## src/rtl/lsu_mem_stage.sv

```systemverilog
// Load/store memory stage: one single-beat req/ack bus transaction per accepted access,
// with store lane steering, load extraction/extension and fault reporting.
module lsu_mem_stage #(
  parameter int unsigned TIMEOUT_CYCLES = 255
) (
  input  logic        Clk,
  input  logic        Reset_n,
  input  logic        En,
  input  logic        IsLoad,
  input  logic        IsStore,
  input  logic [2:0]  Func3,
  input  logic [31:0] Addr,
  input  logic [31:0] StoreData,
  input  logic [4:0]  RdIn,
  output logic        Busy,
  output logic        Done,
  output logic [31:0] LoadData,
  output logic        WriteReg,
  output logic [4:0]  RdOut,
  output logic        Fault,
  output logic [2:0]  FaultCause,
  output logic [31:0] FaultAddr,
  output logic        MemReq,
  output logic        MemWe,
  output logic [31:0] MemAddr,
  output logic [31:0] MemWData,
  output logic [3:0]  MemBe,
  input  logic [31:0] MemRData,
  input  logic        MemAck,
  output logic [1:0]  DbgState
);

  // Bus handshake: MemReq rises with all bus fields registered and stays high, with the
  // fields frozen, until MemAck is sampled high (or the timeout fires). MemAck is honoured
  // only in S_REQ; anything seen in other states is dropped.
  typedef enum logic [1:0] {
    S_IDLE = 2'd0,
    S_REQ  = 2'd1,
    S_RESP = 2'd2
  } state_t;

  localparam logic [15:0] TMAX = 16'(TIMEOUT_CYCLES - 1);

  state_t      r_state;
  logic [15:0] r_cnt;
  logic [1:0]  r_lane;
  logic [2:0]  r_f3;
  logic        r_is_load;

  logic        w_legal;
  logic        w_misal;
  logic [2:0]  w_cause;
  logic [3:0]  w_be;
  logic [31:0] w_wdata;
  logic [7:0]  w_byte;
  logic [15:0] w_half;
  logic [31:0] w_load_ext;

  assign DbgState = r_state;

  always_comb begin
    w_legal = 1'b0;
    if (IsLoad && !IsStore)
      w_legal = (Func3 == 3'b000) || (Func3 == 3'b001) || (Func3 == 3'b010) ||
                (Func3 == 3'b100) || (Func3 == 3'b101);
    else if (IsStore && !IsLoad)
      w_legal = (Func3 == 3'b000) || (Func3 == 3'b001) || (Func3 == 3'b010);

    case (Func3[1:0])
      2'b01:   w_misal = Addr[0];
      2'b10:   w_misal = |Addr[1:0];
      default: w_misal = 1'b0;
    endcase

    // Illegal encodings (including both types set) take priority over alignment
    if (!w_legal)     w_cause = 3'b100;
    else if (w_misal) w_cause = IsLoad ? 3'b001 : 3'b010;
    else              w_cause = 3'b000;

    w_be    = 4'b1111;
    w_wdata = StoreData;
    if (IsStore) begin
      case (Func3[1:0])
        2'b00: begin
          w_be    = 4'b0001 << Addr[1:0];
          w_wdata = {4{StoreData[7:0]}};
        end
        2'b01: begin
          w_be    = Addr[1] ? 4'b1100 : 4'b0011;
          w_wdata = {2{StoreData[15:0]}};
        end
        default: begin
          w_be    = 4'b1111;
          w_wdata = StoreData;
        end
      endcase
    end
  end

  always_comb begin
    w_byte = MemRData[{r_lane, 3'b000} +: 8];
    w_half = MemRData[{r_lane[1], 4'b0000} +: 16];
    case (r_f3)
      3'b000:  w_load_ext = {{24{w_byte[7]}}, w_byte};
      3'b100:  w_load_ext = {24'd0, w_byte};
      3'b001:  w_load_ext = {{16{w_half[15]}}, w_half};
      3'b101:  w_load_ext = {16'd0, w_half};
      default: w_load_ext = MemRData;
    endcase
  end

  always_ff @(posedge Clk or negedge Reset_n) begin
    if (!Reset_n) begin
      r_state    <= S_IDLE;
      r_cnt      <= 16'd0;
      r_lane     <= 2'd0;
      r_f3       <= 3'd0;
      r_is_load  <= 1'b0;
      Busy       <= 1'b0;
      Done       <= 1'b0;
      LoadData   <= 32'd0;
      WriteReg   <= 1'b0;
      RdOut      <= 5'd0;
      Fault      <= 1'b0;
      FaultCause <= 3'd0;
      FaultAddr  <= 32'd0;
      MemReq     <= 1'b0;
      MemWe      <= 1'b0;
      MemAddr    <= 32'd0;
      MemWData   <= 32'd0;
      MemBe      <= 4'd0;
    end else begin
      case (r_state)
        S_IDLE: begin
          if (En && (IsLoad || IsStore)) begin
            r_lane    <= Addr[1:0];
            r_f3      <= Func3;
            r_is_load <= IsLoad && !IsStore;
            RdOut     <= RdIn;
            FaultAddr <= Addr;
            r_cnt     <= 16'd0;
            Busy      <= 1'b1;
            if (w_cause != 3'b000) begin
              r_state    <= S_RESP;
              Done       <= 1'b1;
              Fault      <= 1'b1;
              FaultCause <= w_cause;
              WriteReg   <= 1'b0;
              LoadData   <= 32'd0;
            end else begin
              r_state  <= S_REQ;
              MemReq   <= 1'b1;
              MemWe    <= IsStore;
              MemAddr  <= {Addr[31:2], 2'b00};
              MemWData <= w_wdata;
              MemBe    <= w_be;
            end
          end
        end
        S_REQ: begin
          // An ack on the limit cycle wins over the timeout
          if (MemAck) begin
            r_state    <= S_RESP;
            MemReq     <= 1'b0;
            Done       <= 1'b1;
            Fault      <= 1'b0;
            FaultCause <= 3'b000;
            WriteReg   <= r_is_load;
            LoadData   <= r_is_load ? w_load_ext : 32'd0;
          end else if (r_cnt == TMAX) begin
            r_state    <= S_RESP;
            MemReq     <= 1'b0;
            Done       <= 1'b1;
            Fault      <= 1'b1;
            FaultCause <= 3'b011;
            WriteReg   <= 1'b0;
            LoadData   <= 32'd0;
          end else begin
            r_cnt <= r_cnt + 16'd1;
          end
        end
        S_RESP: begin
          r_state    <= S_IDLE;
          Busy       <= 1'b0;
          Done       <= 1'b0;
          WriteReg   <= 1'b0;
          Fault      <= 1'b0;
          FaultCause <= 3'b000;
          LoadData   <= 32'd0;
        end
        default: r_state <= S_IDLE;
      endcase
    end
  end

endmodule

```

## config.mk

```make
export PLATFORM = sky130hd
export DESIGN_NAME = lsu_mem_stage
export DESIGN_NICKNAME = d
export VERILOG_FILES = /design/src/rtl/lsu_mem_stage.sv
export SDC_FILE = /design/constraint.sdc
export NUM_CORES = 1
export LEC_CHECK = 0
export CORE_UTILIZATION = 60
export CTS_BUF_LIST = sky130_fd_sc_hd__clkbuf_8 sky130_fd_sc_hd__clkbuf_16
export DETAILED_ROUTE_END_ITERATION = 16
export DONT_BUFFER_PORTS = 1
export PLACE_DENSITY = 0.76
export RECOVER_POWER = 25
export REMOVE_ABC_BUFFERS = 1
export SLEW_MARGIN = 30
export SYNTH_ARGS = -nofsm -noshare
export SYNTH_HDL_FRONTEND = slang
export SYNTH_SLANG_ARGS = --single-unit
```

## constraint.sdc

```tcl
create_clock -name Clk -period 2.6 [get_ports Clk]
set_clock_uncertainty 0.15 [all_clocks]
set_input_delay 0.65 -clock Clk [delete_from_list [all_inputs] [get_ports Clk]]
set_output_delay 0.65 -clock Clk [all_outputs]
set_load 0.005 [all_outputs]
```

# After elaboration in Yosys (flattened, before gate mapping)
# Cells that the tools add are included.
[totals]
out_inout_bits = 148
reg_bits = 168
elab_cells = 117
input_bits = 110
[classes]
shift = 3
muxes = 50
eq_ne = 18
n_bitwise = 1
n_reduce_logical = 26
addsub = 1
[ops]
columns = ["cell", "count"]
rows = [
  ["$mux 32", 6],
  ["$pmux 32 s4", 1],
  ["$pmux 32 s3", 1],
  ["$pmux 32 s2", 1],
  ["$mux 16", 3],
  ["$pmux 16 s2", 1],
  ["$shiftx 32x6->16", 1],
  ["$shiftx 32x6->8", 1],
  ["$add 16x1->16 const B", 1],
  ["$eq 16x8->1 const B", 1],
  ["$mux 1", 15],
  ["$mux 3", 5],
  ["$eq 3x3->1 const B", 4],
  ["$mux 2", 6],
  ["$reduce_and 4->1", 3],
  ["$ne 2x2->1 const B", 5],
  ["$pmux 1 s3", 3],
  ["$pmux 3 s3", 1],
  ["$mux 4", 2],
  ["$pmux 4 s2", 1],
  ["$eq 3x1->1 const B", 2],
  ["$logic_not 3->1", 2],
  ["$pmux 1 s2", 3],
  ["$reduce_and 2->1", 3],
  ["15 further kinds", 27],
]

# Longest topological paths before layout
# Gate-level depths: netlist of the first run.
[logic_depth]
ltp_word = 11
depth_mapped = 10
depth_no_buf = 7

# Worst setup path before layout of the first run
# No wires, ideal clock.
[synth_timing]
kind = "in2reg"
from = "input Func3[1]"
to = "register MemBe[2]"
cell_stages = 9
path_buffers = 3
setup_ps = 137
arrival_ps = 2445
slack_ps = -132
t_required_ps = 2313
path_cell_list = "inv_1 ha_1 buf_2 nor2_1 a221o_1 nor3_2 clkbuf_1 clkbuf_1 a21oi_1"
[synth_via]
elab_chain_len = 10
word_cells_on_any_way = 22
classes_between = "eq/ne (6); mux (7); bitwise (1); reduce/logical (8)"
[synth_lines]
columns = ["element", "line_no", "text"]
rows = [
  ["start: declaration", "11", "input logic [2:0] Func3,"],
  ["$eq 3x1->1 / $logic_not 3->1 (equally long branches)", "64, 67", ""],
  ["$logic_or 1x1->1 (2 in series)", "64, 67", ""],
  ["$logic_or 1x1->1", "64", "w_legal = (Func3 == 3'b000) || (Func3 == 3'b001) || (Func3 == 3'b010) ||"],
  ["$logic_or 1x1->1", "65", "(Func3 == 3'b100) || (Func3 == 3'b101);"],
  ["$mux 1", "63", "if (IsLoad && !IsStore)"],
  ["$mux 3", "76", "if (!w_legal) w_cause = 3'b100;"],
  ["$reduce_bool 3->1", "143", "if (w_cause != 3'b000) begin"],
  ["$not 1->1 (no source line)", "-", ""],
  ["$reduce_and 3->1 (no source line)", "-", ""],
  ["end signal: assignment", "156", "MemBe <= w_be;"],
  ["end: declaration", "27", "output logic [3:0] MemBe,"],
]
# Several ways; a longest one is shown, not always the timed one.
# A chain may end at the register's enable or synchronous reset.

# Final worst setup path of the first run
[layout_timing]
from = "register r_state[1], in the netlist DbgState[1]"
to = "register r_cnt[12]"
[layout_via]
elab_chain_len = 3
word_cells_on_any_way = 8
classes_between = "eq/ne (4); mux (1); reduce/logical (3)"
[layout_lines]
columns = ["element", "line_no", "text"]
rows = [
  ["start: declaration", "44", "state_t r_state;"],
  ["start signal: assignment", "114", "r_state <= S_IDLE;"],
  ["start signal: assignment", "144", "r_state <= S_RESP;"],
  ["start signal: assignment", "151", "r_state <= S_REQ;"],
  ["$eq 2x1->1 / $logic_not 2->1 (equally long branches)", "133", "case (r_state)"],
  ["$ne 2x2->1 (no source line) / $reduce_bool 2->1 (equally long branches)", "-", ""],
  ["$reduce_and 4->1 (no source line)", "-", ""],
  ["end signal: assignment", "179", "r_cnt <= r_cnt + 16'd1;"],
  ["end: declaration", "45", "logic [15:0] r_cnt;"],
]
# Several ways; a longest one is shown, not always the timed one.

==> flow_summary.json, run 1 <==
{
  "die_area_um2": 13100,
  "power_mw": 9.38,
  "hold_viol": 166,
  "ant_nets": 0,
  "rsz0062_at_grt": "no",
  "holdWs_ns": -0.231,
  "timing.fmax_mhz": 415,
  "port_buffers": 0,
  "required_ns": 2.77,
  "cts_made_buffers": 17,
  "grt_pass1_vias": 5581,
  "n_antenna_cell": 0,
  "status": "finished, violations left",
  "power_density_nw_per_um2": 1100,
  "cp_slowest_cell": "a2111o_1",
  "drive_gt1_frac": 0.240,
  "place.gp.congestion": 0.849,
  "layout.nets": 802,
  "hpwlAfterDp_um": 13200,
  "intPower_mw": 6.19,
  "syn_inst": 672,
  "grt-ovfl-total": 0,
  "fp.coreArea_um2": 12200,
  "slew_headroom": 0.520,
  "most-common-layout-cells": "dfrtp_1, mux2_2, nor2_1",
  "htreeDepth": 4,
  "critPathMaxStageDelay_ns": 0.44,
  "synth-seq-cells": 166,
  "setup_viol": 0,
  "synth_cell_type_count": 55,
  "p_sw_mw": 3.19,
  "p_leak_nw": 3.75,
  "cp.depth": 7,
  "layout_commonest_cell": "dfrtp_1",
  "ios": 258,
  "grtUsageTotal": 0.291,
  "cts_tree": "yes",
  "avgSynthCellArea_um2": 11.3,
  "clk_pin_slew_ns": 0.07,
  "violations": "negative hold slack",
  "hp-class": "input pin to async pin",
  "die_y_um": 115,
  "critPathArrivalTime_ns": 2.58,
  "clock_path_buffers": 2,
  "initialDrtViolationCount": 428,
  "switching_share": 0.340,
  "end_kind": "register",
  "clkPwrFrac": 0.279,
  "path_class": "register to register",
  "seq_power_share": 0.460,
  "grt_max_degree": 167,
  "drcViolationCount": 0,
  "yosysWarnings": 0,
  "avgViaCountPerCell": 6.31,
  "clk-insertion-delay-late_ns": 0.43,
  "cap_violations": 0,
  "start_util": 0.624,
  "async_reset_ff_frac": 1.00,
  "layout_min_cycle_time_ns": 2.41,
  "setup_tns_ns": 0,
  "worst-path-buf-inv": 1,
  "min_period_over_period": 0.928,
  "wl_um": 18800,
  "critPathMaxFanout": 6,
  "synthesis.area_um2": 7590,
  "r2r_cells": 7,
  "row_count": 40,
  "cts.sinks": 166,
  "combPwrFrac": 0.262,
  "area_growth_syn_to_layout_pct": 12.7,
  "cp_cell_sequence": "inv_1 -> ha_1 -> and2_1 -> a2111o_1 -> a21oi_1 -> a21oi_1 -> a31o_2",
  "synth_ff_type": "dfrtp_1",
  "synth-seq-area-share": 0.547,
  "crit_top_cell": "a21oi_1",
  "synth-edff-count": 0,
  "n_fill_cell": 851,
  "drt_pass1_iterations": 5,
  "slew_viol_final": 0,
  "worst_slew_pin_slew_ns": 0.719,
  "cp_top_family": "compound AO/OA/AOI/OAI gates",
  "setup.worst_path.start_class": "register",
  "grt_pass1_wl_um": 29000,
  "wl_per_cell_um": 21.8,
  "ir_worst_vdd_uv": 733,
  "clockRootBuffer": "clkbuf_16",
  "via_count": 5459,
  "antenna_found_initial": 0,
  "cts_setup_buffers": 0,
  "die_x_um": 115
}
[cells by family after synthesis]
| family | after synthesis | share of synthesized area |
|---|---|---|
| muxes | 93 | 0.137 |
| and+or+nand+nor | 136 | 0.0845 |
| DFF | 166 | 0.547 |
| AOI/OAI and AO/OA | 197 | 0.170 |
| other | 1 | 0.000494 |
| buffers and inverters | 60 | 0.0353 |
| adders and majority gates | 8 | 0.0132 |
| xor gates and xnor gates | 11 | 0.0127 |
[cells in the mapped netlist (3+ instances only)]
cell type / count / area, um2
a211oi_1: 8 / 60.1
a21o_1: 3 / 22.5
a21oi_1: 52 / 260
a22o_1: 18 / 158
a22oi_1: 20 / 150
a2bb2oi_1: 4 / 35.0
a31oi_1: 7 / 43.8
and2_1: 3 / 18.8
buf_2: 8 / 40.0
buf_6: 3 / 33.8
clkbuf_1: 30 / 113
dfrtp_1: 166 / 4150
ha_1: 8 / 100
inv_1: 13 / 48.8
mux2_2: 89 / 1000
mux2i_1: 4 / 40.0
nand2_1: 27 / 101
nand2b_1: 6 / 37.5
nand3_1: 7 / 35.0
nor2_1: 66 / 248
nor2b_1: 13 / 81.3
o21ai_0: 43 / 215
o31ai_1: 17 / 128
o41ai_1: 3 / 26.3
xnor2_1: 11 / 96.3
[power groups by stage]
stage	Combinational, mW	Sequential (mW)	Clock (mW)
detailed placement	2.42	4.34	0
CTS	2.43	4.33	2.63
global placement	2.29	4.33	0
finish	2.46	4.31	2.61
floorplan	1.72	4.12	0
global route	2.69	4.41	2.74
[metrics by stage]
stage | cell area, um2 | instances | setup WS (ns) | hold slack (ns) | utilization
after floorplan | 7380 | 626 | -3.62 | 0.204 | -
after global placement | 7940 | 833 | -0.134 | 0.212 | 0.653
after detailed placement | 7940 | 833 | -0.00558 | 0.212 | 0.653
after CTS | 8550 | 865 | 0.115 | -0.246 | 0.703
after global routing | 8560 | 865 | 0.0305 | -0.248 | 0.704
final | 8560 | 865 | 0.188 | -0.231 | 0.704
[sequential cells by signal, indices dropped and copies added (netlist names)]
signal,flops
RdOut,5
LoadData,32
MemReq,1
Busy,1
r_is_load,1
r_f3,3
FaultAddr,32
FaultCause,3
r_cnt,16
Fault,1
DbgState,2
Done,1
MemAddr,30
MemWe,1
MemBe,4
WriteReg,1
MemWData,32
[cell type report]
type	instances	area [um2]	share of cell area
Tap cell	168	210	0.0246
Clock inverter	15	181	0.0212
Sequential cell	166	4150	0.485
Inverter	13	48.8	0.00570
Multi-Input combinational cell	447	3190	0.373
Timing Repair Buffer	39	343	0.0401
Clock buffer	17	425	0.0497
[path summary, 6_finish.rpt]
| path | startpoint | endpoint | slack [ns] |
|---|---|---|---|
| worst max-delay path | DbgState[1] | r_cnt[12] | 0.19 |
| worst min-delay path | Reset_n | MemAddr[15] | -0.23 |
| worst max register to register | DbgState[1] | r_cnt[12] | 0.19 |
| worst min register to register | r_is_load | r_is_load | 0.34 |
| max in group asynchronous | Reset_n | MemWData[11] | 2.34 |
| min in group Clk | IsStore | r_is_load | 0.18 |
[repair_timing]
| item | 4_1_cts | 5_1_grt |
|---|---|---|
| setup endpoints to repair | 0 | 28 |
| hold endpoints to repair | 166 | 166 |
| gates resized for setup | 0 | 3 |
[metal layers]
layer  global-route usage  wire length [um]
met5                    0                 0
met1                0.349              7160
met3                0.121              2080
met4                0.124               414
met2                0.465              9160
No activity file was read; power rests on OpenSTA's default activity.
==> inputs of run 2 (changes only) <==
--- a/config.mk
+++ b/config.mk
@@ -5,6 +5,7 @@
 export SDC_FILE = /design/constraint.sdc
 export NUM_CORES = 1
 export LEC_CHECK = 0
+export CORE_MARGIN = 5
 export CORE_UTILIZATION = 60
 export CTS_BUF_LIST = sky130_fd_sc_hd__clkbuf_8 sky130_fd_sc_hd__clkbuf_16
 export DETAILED_ROUTE_END_ITERATION = 16
==> run 2 against run 1 <==
  * The flow still finishes with violations (negative hold slack)
  * Non-clock buffer count shrank 7
  * Critical path depth is the same
  * Power shrank 2.6%
  * Final cell count shrank 0.46%
  * Die area grew 14%
  * Sequential power grew 1%
  * Critical endpoint is now r_cnt[14]
==> flow_summary.json, run 2 (synthesis results as in run 1) <==
{
  "status": "finished, violations left",
  "violations": "negative hold slack",
  "drcViolationCount": 0,
  "port_buffers": 0,
  "die_y_um": 123,
  "worst_slew_pin_slew_ns": 0.675,
  "hold_viol": 166,
  "clock_path_buffers": 2,
  "timing.fmax_mhz": 408,
  "slew_viol_final": 0,
  "ir_worst_vdd_uv": 775,
  "die_area_um2": 15000,
  "dp.cells": 830,
  "grt-ovfl-total": 0,
  "area_growth_syn_to_layout_pct": 11.0,
  "p_leak_nw": 3.67,
  "min_period_over_period": 0.942,
  "r2r_cells": 7,
  "final-seq-area_um2": 4150,
  "cts_made_buffers": 17,
  "setup.worst_path.start_class": "register",
  "ios": 258,
  "antenna_found_initial": 0,
  "wl_per_cell_um": 23.1,
  "path_class": "register to register",
  "final_area_um2": 8430,
  "n_antenna_cell": 0,
  "slew_headroom": 0.547,
  "start_util": 0.607,
  "drt_pass1_iterations": 5,
  "layout.cells.non_filler": 861,
  "avgViaCountPerCell": 6.33,
  "multi_input_area_um2": 3190,
  "die_x_um": 123,
  "via_count": 5454,
  "ant_nets": 0,
  "r2r-start": "DbgState[0]",
  "grt_pass1_wl_um": 31000,
  "clk-insertion-delay-late_ns": 0.43,
  "placed_cell_area_um2": 7860,
  "n_fill_cell": 953,
  "reg_top3": "FaultAddr (32), LoadData (32), MemWData (32)",
  "critPathArrivalTime_ns": 2.62,
  "power_density_nw_per_um2": 1080,
  "layout_min_cycle_time_ns": 2.45,
  "grt_max_degree": 167,
  "grtUsageTotal": 0.268,
  "row_count": 41,
  "rsz0062_at_grt": "no",
  "setup_viol": 0,
  "r2r-end": "r_cnt[14]",
  "clockRootBuffer": "clkbuf_16",
  "fp.coreArea_um2": 12500,
  "htreeDepth": 4,
  "required_ns": 2.77,
  "cts_tree": "yes",
  "holdWs_ns": -0.225,
  "end_kind": "register",
  "clk_pin_slew_ns": 0.06,
  "r2r_setup_slack_ns": 0.15,
  "cts.sinks": 166,
  "layout.nets": 795,
  "drive_gt1_frac": 0.229,
  "hpwlAfterDp_um": 14400,
  "place.gp.congestion": 0.838,
  "cap_violations": 0,
  "hp-class": "input pin to async pin",
  "layout_commonest_cell": "dfrtp_1",
  "wl_um": 19900,
  "grt_pass1_vias": 5802,
  "critPathMaxFanout": 6,
  "power_mw": 9.14,
  "initialDrtViolationCount": 475,
  "most-common-layout-cells": "dfrtp_1, mux2_2, nor2_1"
}
run 2: cell count changes in the layout (fill, tap and decap cells not counted):
cell	previous run	this run
ha_2	1	0
clkinvlp_4	0	4
buf_4	35	31
ha_1	7	8
inv_8	5	0
buf_12	4	1
clkbuf_8	0	1
bufinv_16	2	1
run 2: worst max-delay path by stage:
stage | start | endpoint | cells past startpoint
after CTS | DbgState[0] | r_cnt[11] | 8
after global placement | Func3[0] | LoadData[15] | 7
after global routing | DbgState[0] | r_cnt[15] | 7
after detailed placement | Func3[0] | MemWData[26] | 9
final | DbgState[0] | r_cnt[14] | 7
after floorplan | DbgState[0] | MemAddr[10] | 5
run 2: area by class of cell:
class                           instances  share of cell area
Inverter                               13             0.00579
Clock buffer                           18              0.0521
Clock inverter                         13              0.0148
Tap cell                              172              0.0255
Sequential cell                       166               0.493
Multi-Input combinational cell        447               0.379
Timing Repair Buffer                   32              0.0300
run 2: critical path, cell delays in order, from the launching register on:
cell and delay [ns]:
dfrtp_1 0.48, inv_1 0.10, ha_1 0.26, buf_4 0.17, a2111o_1 0.45, a21oi_1 0.38
a21oi_1 0.11, a31o_2 0.23
run 2: repair_timing:
action / CTS / global route
setup buffers: 0 / 0
setup endpoints to repair: 0 / 1
gates resized for setup: 0 / 2
hold endpoints to repair: 166 / 166
run 2: metal layers:
layer  global-route usage  vias up  routed length (um)
met5                    0        -                   0
met1                0.292     2689                6740
met2                0.446      284               10000
li1                     -     2439                   -
met4                0.106        0                 620
met3                0.138       42                2480
run 2: stage by stage:
step | setup WS, ns | utilization | setup TNS, ns | hold slack (ns)
floorplan | -3.62 | - | -386.05 | 0.204
finish | 0.150 | 0.673 | 0 | -0.225
global placement | -0.145 | 0.627 | -1.75 | 0.211
CTS | 0.120 | 0.673 | 0 | -0.239
detailed placement | -0.0285 | 0.628 | -0.0443 | 0.214
global route | 0.00170 | 0.673 | 0 | -0.244
run 2: power breakdown:
group	switching, mW	total (mW)	internal, mW
Sequential	0.867	4.37	3.50
Clock	1.07	2.42	1.35
Combinational	1.21	2.35	1.15
Total	3.14	9.14	6.00
==> inputs of run 3 (changes only) <==
--- a/config.mk
+++ b/config.mk
@@ -10,9 +10,12 @@
 export CTS_BUF_LIST = sky130_fd_sc_hd__clkbuf_8 sky130_fd_sc_hd__clkbuf_16
 export DETAILED_ROUTE_END_ITERATION = 16
 export DONT_BUFFER_PORTS = 1
+export GPL_TIMING_DRIVEN = 1
 export PLACE_DENSITY = 0.76
 export RECOVER_POWER = 25
 export REMOVE_ABC_BUFFERS = 1
+export SKIP_CTS_REPAIR_TIMING = 1
+export SKIP_LAST_GASP = 1
 export SLEW_MARGIN = 30
 export SYNTH_ARGS = -nofsm -noshare
 export SYNTH_HDL_FRONTEND = slang
==> results of run 3 <==
Final layout, timing and power as in run 2 (identical DEF).
